`src/rtl/dm_store_buffer.sv`:
```
// Posted-write store queue in front of the data memory write port.
// Drains one store per cycle and flags loads that overlap any pending store.
module dm_store_buffer #(
   parameter int unsigned DEPTH = 4,
   parameter int unsigned AW    = 12,
   localparam int unsigned PW   = $clog2(DEPTH),
   localparam int unsigned CW   = PW + 1
) (
   input  logic          clk,
   input  logic          reset,
   input  logic          st_valid,
   output logic          st_ready,
   input  logic [AW-1:0] st_addr,
   input  logic [31:0]   st_data,
   input  logic [1:0]    st_size,
   input  logic [31:0]   st_pc,
   output logic          st_err,
   input  logic          ld_valid,
   input  logic [AW-1:0] ld_addr,
   input  logic [1:0]    ld_size,
   output logic          ld_hazard,
   input  logic          dm_hold,
   output logic          dm_we,
   output logic [1:0]    dm_memdst,
   output logic [AW-1:0] dm_addr,
   output logic [31:0]   dm_wdata,
   output logic [31:0]   dm_iaddr,
   output logic [CW-1:0] count,
   output logic          empty
);

   logic [AW-1:0] addr_q [DEPTH];
   logic [31:0]   data_q [DEPTH];
   logic [1:0]    size_q [DEPTH];
   logic [31:0]   pc_q   [DEPTH];

   logic [PW-1:0] rd_ptr_q, wr_ptr_q;
   logic [CW-1:0] count_q, count_d;
   logic          st_err_q;
   logic          illegal, enq, deq;

   // The illegal size code 2 is sized as a word so hazard checks stay conservative.
   function automatic logic [2:0] size_bytes(input logic [1:0] sz);
      case (sz)
         2'd0:    size_bytes = 3'd1;
         2'd1:    size_bytes = 3'd2;
         default: size_bytes = 3'd4;
      endcase
   endfunction

   assign illegal = (st_size == 2'd2) ||
                    ((st_size == 2'd1) && st_addr[0]) ||
                    ((st_size == 2'd3) && (st_addr[1:0] != 2'b00));

   assign empty    = (count_q == '0);
   assign count    = count_q;
   assign st_ready = (count_q < CW'(DEPTH));
   assign st_err   = st_err_q;
   assign enq      = st_valid && st_ready && !illegal;
   assign deq      = dm_we;

   assign dm_we     = !empty && !dm_hold;
   assign dm_memdst = empty ? 2'd0     : size_q[rd_ptr_q];
   assign dm_addr   = empty ? '0       : addr_q[rd_ptr_q];
   assign dm_wdata  = empty ? 32'd0    : data_q[rd_ptr_q];
   assign dm_iaddr  = empty ? 32'd0    : pc_q[rd_ptr_q];

   always_comb begin
      count_d = count_q;
      case ({enq, deq})
         2'b10:   count_d = count_q + CW'(1);
         2'b01:   count_d = count_q - CW'(1);
         default: count_d = count_q;
      endcase
   end

   always_ff @(posedge clk) begin
      if (reset) begin
         rd_ptr_q <= '0;
         wr_ptr_q <= '0;
         count_q  <= '0;
         st_err_q <= 1'b0;
      end else begin
         count_q  <= count_d;
         st_err_q <= st_valid && st_ready && illegal;
         if (enq) wr_ptr_q <= wr_ptr_q + PW'(1);
         if (deq) rd_ptr_q <= rd_ptr_q + PW'(1);
      end
   end

   always_ff @(posedge clk) begin
      if (!reset && enq) begin
         addr_q[wr_ptr_q] <= st_addr;
         data_q[wr_ptr_q] <= st_data;
         size_q[wr_ptr_q] <= st_size;
         pc_q[wr_ptr_q]   <= st_pc;
      end
   end

   // An entry is live when its distance from the head is below the occupancy.
   logic [PW-1:0] offs;
   logic [AW:0]   s_lo, s_hi, l_lo, l_hi;

   always_comb begin
      ld_hazard = 1'b0;
      offs      = '0;
      s_lo      = '0;
      s_hi      = '0;
      l_lo      = {1'b0, ld_addr};
      l_hi      = {1'b0, ld_addr} + (AW+1)'(size_bytes(ld_size));
      for (int unsigned i = 0; i < DEPTH; i++) begin
         offs = PW'(i) - rd_ptr_q;
         s_lo = {1'b0, addr_q[i]};
         s_hi = {1'b0, addr_q[i]} + (AW+1)'(size_bytes(size_q[i]));
         if (ld_valid && ({1'b0, offs} < count_q) && (s_lo < l_hi) && (l_lo < s_hi)) begin
            ld_hazard = 1'b1;
         end
      end
   end

endmodule

```
`config.mk`:
```
export PLATFORM = sky130hd
export DESIGN_NAME = dm_store_buffer
export DESIGN_NICKNAME = d
export VERILOG_FILES = /design/src/rtl/dm_store_buffer.sv
export SDC_FILE = /design/constraint.sdc
export NUM_CORES = 1
export LEC_CHECK = 0
export ABC_AREA = 1
export BUFFER_PORTS_ARGS = -buffer_cell sky130_fd_sc_hd__buf_2
export CORE_MARGIN = 2
export CORE_UTILIZATION = 53
export DETAILED_ROUTE_END_ITERATION = 7
export GPL_ROUTABILITY_DRIVEN = 0
export GPL_TIMING_DRIVEN = 0
export PLACE_DENSITY_LB_ADDON = 0.08
export SLEW_MARGIN = 20
export SYNTH_ARGS = -nofsm -noshare
export SYNTH_HDL_FRONTEND = slang
export SYNTH_SLANG_ARGS = --single-unit
```
`constraint.sdc`:
```
create_clock -name clk -period 4.2 [get_ports clk]
set_input_delay 0.21 -clock clk [delete_from_list [all_inputs] [get_ports clk]]
set_output_delay 0.21 -clock clk [all_outputs]
set_load 0.05 [all_outputs]
```
# --- After elaboration in Yosys (flattened, before gate mapping) ---
# Memories as Yosys holds them, arrays and structs flattened. A register that Yosys moved wholly into a read port is not among the register bits.
# Index checks and enable logic that the tools add are counted.
word_totals:
  memories: 4
  in_bits: 97
  mem_bits_rw: 312
  output_inout_bits: 86
  register_bits: 8
op_classes:
  n_eq_ne: 10
  reduce_logical: 33
  add_sub_neg: 13
  n_mux: 24
  order_cmp: 13
mem_list:
  columns: ["name", "depth", "word_bits", "read_ports", "rd_clocked_by_memory_dff", "write_ports", "line", "rtl"]
  rows:
  - ["data_q", 4, 32, 1, 1, 1, "33", "logic [31:0] data_q [DEPTH];"]
  - ["pc_q", 4, 32, 1, 1, 1, "35", "logic [31:0] pc_q [DEPTH];"]
  - ["addr_q", 4, 12, 5, 1, 1, "32", "logic [AW-1:0] addr_q [DEPTH];"]
  - ["size_q", 4, 2, 5, 1, 1, "34", "logic [1:0] size_q [DEPTH];"]
op_table:
  columns: ["operator", "n"]
  rows:
  - ["$lt A12 B13 Y1", 8]
  - ["$add A12 B3 Y13", 5]
  - ["$mux W32", 2]
  - ["$pmux W3 S2", 6]
  - ["$logic_and A1 B1 Y1", 19]
  - ["$mux W2", 9]
  - ["$eq A2 B1 Y1 const B", 7]
  - ["$lt A2 B3 Y1", 4]
  - ["$mux W12", 1]
  - ["$logic_not A2 Y1", 5]
  - ["$eq A2 B2 Y1 const B", 3]
  - ["$mux W1", 6]
  - ["$add A2 B1 Y2 const B", 2]
  - ["$logic_not A1 Y1", 4]
  - ["$reduce_bool A2 Y1", 2]
  - ["$sub A1 B2 Y2 const A", 2]
  - ["$sub A2 B2 Y2 const A", 2]
  - ["$add A3 B1 Y3 const B", 1]
  - ["$logic_not A3 Y1", 1]
  - ["$lt A3 B3 Y1 const B", 1]
  - ["$sub A3 B1 Y3 const B", 1]
  - ["$logic_or A1 B1 Y1", 2]

# --- Longest topological paths before layout ---
depth:
  ltp_word: 10
  depth_mapped: 21

# --- Worst setup path after synthesis ---
# No wires, ideal clock.
synth_timing:
  kind: "register to register"
  start: "reg count_q[2], in the netlist count[2]"
  end: "mem addr_q[0][0], enable pin"
  setup_slack_ns: -0.639
  path_buffers: 1
  t_required_ns: 3.685
  arrival_ns: 4.324
  path_stages_with_launch: 5
  cell_sequence: "dfxtp_1 -> clkbuf_1 -> nor3_1 -> nand2_1 -> nor2_1"
synth_via:
  elab_chain_len: 6
synth_lines:
  columns: ["element", "line", "rtl"]
  rows:
  - ["start: declaration", "38", "logic [CW-1:0] count_q, count_d;"]
  - ["start signal: assignment", "84", "count_q <= count_d;"]
  - ["$lt A3 B3 Y1", "57", "assign st_ready = (count_q < CW'(DEPTH));"]
  - ["$logic_and A1 B1 Y1 (2 in a row)", "59", "assign enq = st_valid && st_ready && !illegal;"]
  - ["$logic_and A1 B1 Y1", "92", "if (!reset && enq) begin"]
  - ["$mux W1", "92", null]
  - ["$mux W1 (not written as such)", "93", "addr_q[wr_ptr_q] <= st_addr;"]
  - ["end: declaration", "32", null]
# Every way passes these cells.

==> metrics.txt <==
top cells by count, synth nor2_1, edfxtp_1, o21ai_0; Initial Util a little over half; post-layout min period 3.946 ns; share of cells above drive strength 1 14.14%; Hold Path Depth 3; reg-to-reg endpoint count[1]$_SDFFE_PP0P_; DRT Wirelength ~42000 um; design area 19800 sq um; hpwl dp 29490 um; clk slew on worst S/H paths 0.07 ns; status finished, final reports clean; Slew Limit Fails 0; final worst-path cycle share 93.96%; share of the synthesized area in the top cell type 58.25%; Finish-stage setup viols 0; Via density 5.426; leak pwr 0.007916 uW; total power 11180 uW; Hold Crit Class primary input to register; final hold violation count 0; max-cap viol count 0; Area growth, synth to finish 23.09%; Critical Path RT 3.99 ns; Pre-antenna DRT Iters 5; Least-Margin Pin Slew 0.9629 ns; CP startpoint kind register; pwr/cell area 564.6 nW/um^2; mapped cell area between 15000 and 20000 sq um; synthesized instance count 1560; Worst Hold Launch reset; Syn. warnings 0; Mapped Nets ~1800; TritonCTS clock tree built; Rel. slew slack a little over a third; CTS Buf Count 31; RSZ-0062 raised after global routing false; crit-path max FO 4; ys async rst share 0%; Place WS about 0.39 ns; sinks on the clock net approximately 320; syn avg cell area 10.31 sq um; DRC errors left 0; CP endpoint kind output port; Die ar. between 30000 and 40000 sq um; R2R setup slack 1.56 ns; Worst Setup SP size_q[3][1]$_DFFE_PP_; I/O Buffers around 180; f_max 253.4 MHz; Routed WL per cell 18.26 um; Die W ~180 um; core area between 20000 and 30000 sq um; kind of critical path register to output port; area leader, netlist edfxtp_1; fin util 66.45%; most frequent cell after synthesis nor2_1; worst-case clock buffer depth 3; largest net degree at the start of global routing 24; die height 178.2 um; clock latency on the worst-skew pair 0.55 ns; 1st-iter DRT viols 901; initial antenna violation count 2; worst setup margin about 0.25 ns; via count 12421; NumNets Final approximately 2100; synthesized flop and latch total 322; crit path DAT 3.74 ns; Seq/Total Area, Yosys 59.49%; global-route wire length before repair around 63000 um; Worst Hold Endpoint count[1]$_SDFFE_PP0P_; Rows 63; Most used DFF post-synth edfxtp_1; Hold WS about 0.4 ns; FF-to-FF Start count[2]$_SDFFE_PP0P_; top cells by area, synth edfxtp_1, nor2_1, ha_1, o21ai_0, a21oi_1; H-tree levels 1; area post-placement 17890 sq um; antenna viol nets, final 0; GRT overflow 0; FF-to-FF path depth 9; EDFF count, synth between 300 and 400; I/O pin count 183; Worst Skew 0.008616 ns; Worst IR Drop VDD 0.0006520 V; number of library cell types mapped by synthesis 39; root buf cell clkbuf_16; total track usage 26.20%; vias in the first global route 11958
-- state kept, by name, summed over array words and instances, names as in the netlist, named ones only --
name	count
addr_q	48
count	3
pc_q	128
size_q	8
st_err	1
wr_ptr_q	2
rd_ptr_q	2
data_q	128
-- power by group --
group	leakage, uW	internal (uW)	switching, uW
combinational	0.00452	1070	3640
sequential	0.00290	3620	52.1
clock	0.000499	1700	1100
-- kinds of logic after synthesis --
group / share of synthesized area [%]
compound gates: 10.83
xor+xnor: 2.341
fa+ha+maj: 8.525
buf+inv: 4.130
flops: 59.49
simple gates: 14.69
-- how the worst max path moves through the flow --
stage / end / cells past startpoint
after floorplan: addr_q[0][0]$_DFFE_PP_ / 4
after global placement: pc_q[3][15]$_DFFE_PP_ / 7
after detailed placement: ld_hazard / 18
after CTS: ld_hazard / 18
after global routing: ld_hazard / 17
final: ld_hazard / 19
-- worst max-delay path: stages (launching register included) --
cell      delay [ns]
edfxtp_1        0.45
nor2_1          0.13
ha_1            0.17
inv_1           0.06
fa_1            0.49
o21ai_4         0.20
buf_4           0.16
nand2_1         0.06
xor2_1          0.16
ha_1            0.32
nand2_1         0.08
nor2_1          0.04
a211oi_1        0.16
nor2_1          0.07
nor2_1          0.09
o31ai_1         0.10
nor2_1          0.10
nand2_1         0.07
nand3_2         0.06
buf_4           0.19
-- placed cells by master (no fill, tap or decap), drive strengths merged, types with 10 or more instances in the layout --
cell type / synthesis / layout
nand3: 62 / 62
clkinv: 1 / 13
buf: 11 / 212
edfxtp: 312 / 312
xor2: 38 / 38
o21ai: 182 / 182
dlygate4sd3: 0 / 81
dfxtp: 10 / 10
nand4: 16 / 16
ha: 100 / 100
nand2: 138 / 138
a21oi: 145 / 145
inv: 109 / 109
nor2: 342 / 342
clkbuf: 55 / 91
-- per-stage QoR --
step | cells | setup TNS [ns]
after floorplan | 1560 | -199.48
after global placement | 2132 | -1025.52
after detailed placement | 2147 | 0
after CTS | 2282 | 0
after global routing | 2288 | 0
final | 2289 | 0
-- final cells by class --
type,count,area [sq um]
clock buffers,36,794.5
clock inverters,18,229.0
fillers,2286,9996
well taps,390,488.0
repair buffers,282,2130
diodes,3,7.507
multi-input cells,1062,5918
plain buffers,66,251.5
inverters,110,412.9
flip-flops and latches,322,9569
-- routing by layer --
metal  wire, um  up-vias  track usage (%)
li1           -     6066                -
met1      17170     5923            32.93
met2      20890      356            46.24
met3       2279       76            3.815
met4       1442        0            9.350
met5          0        -                0
-- what timing repair did --
action / in CTS / in global routing
endpoints found under the hold margin: 315 / 0
hold buffers: 81 / 0
setup buffers: 0 / 4
pin swaps: 0 / 2
resized for setup: 3 / 8
endpoints found under the setup margin: 1 / 1
gates cloned: 0 / 0
No activity file was read; power rests on OpenSTA's default activity.
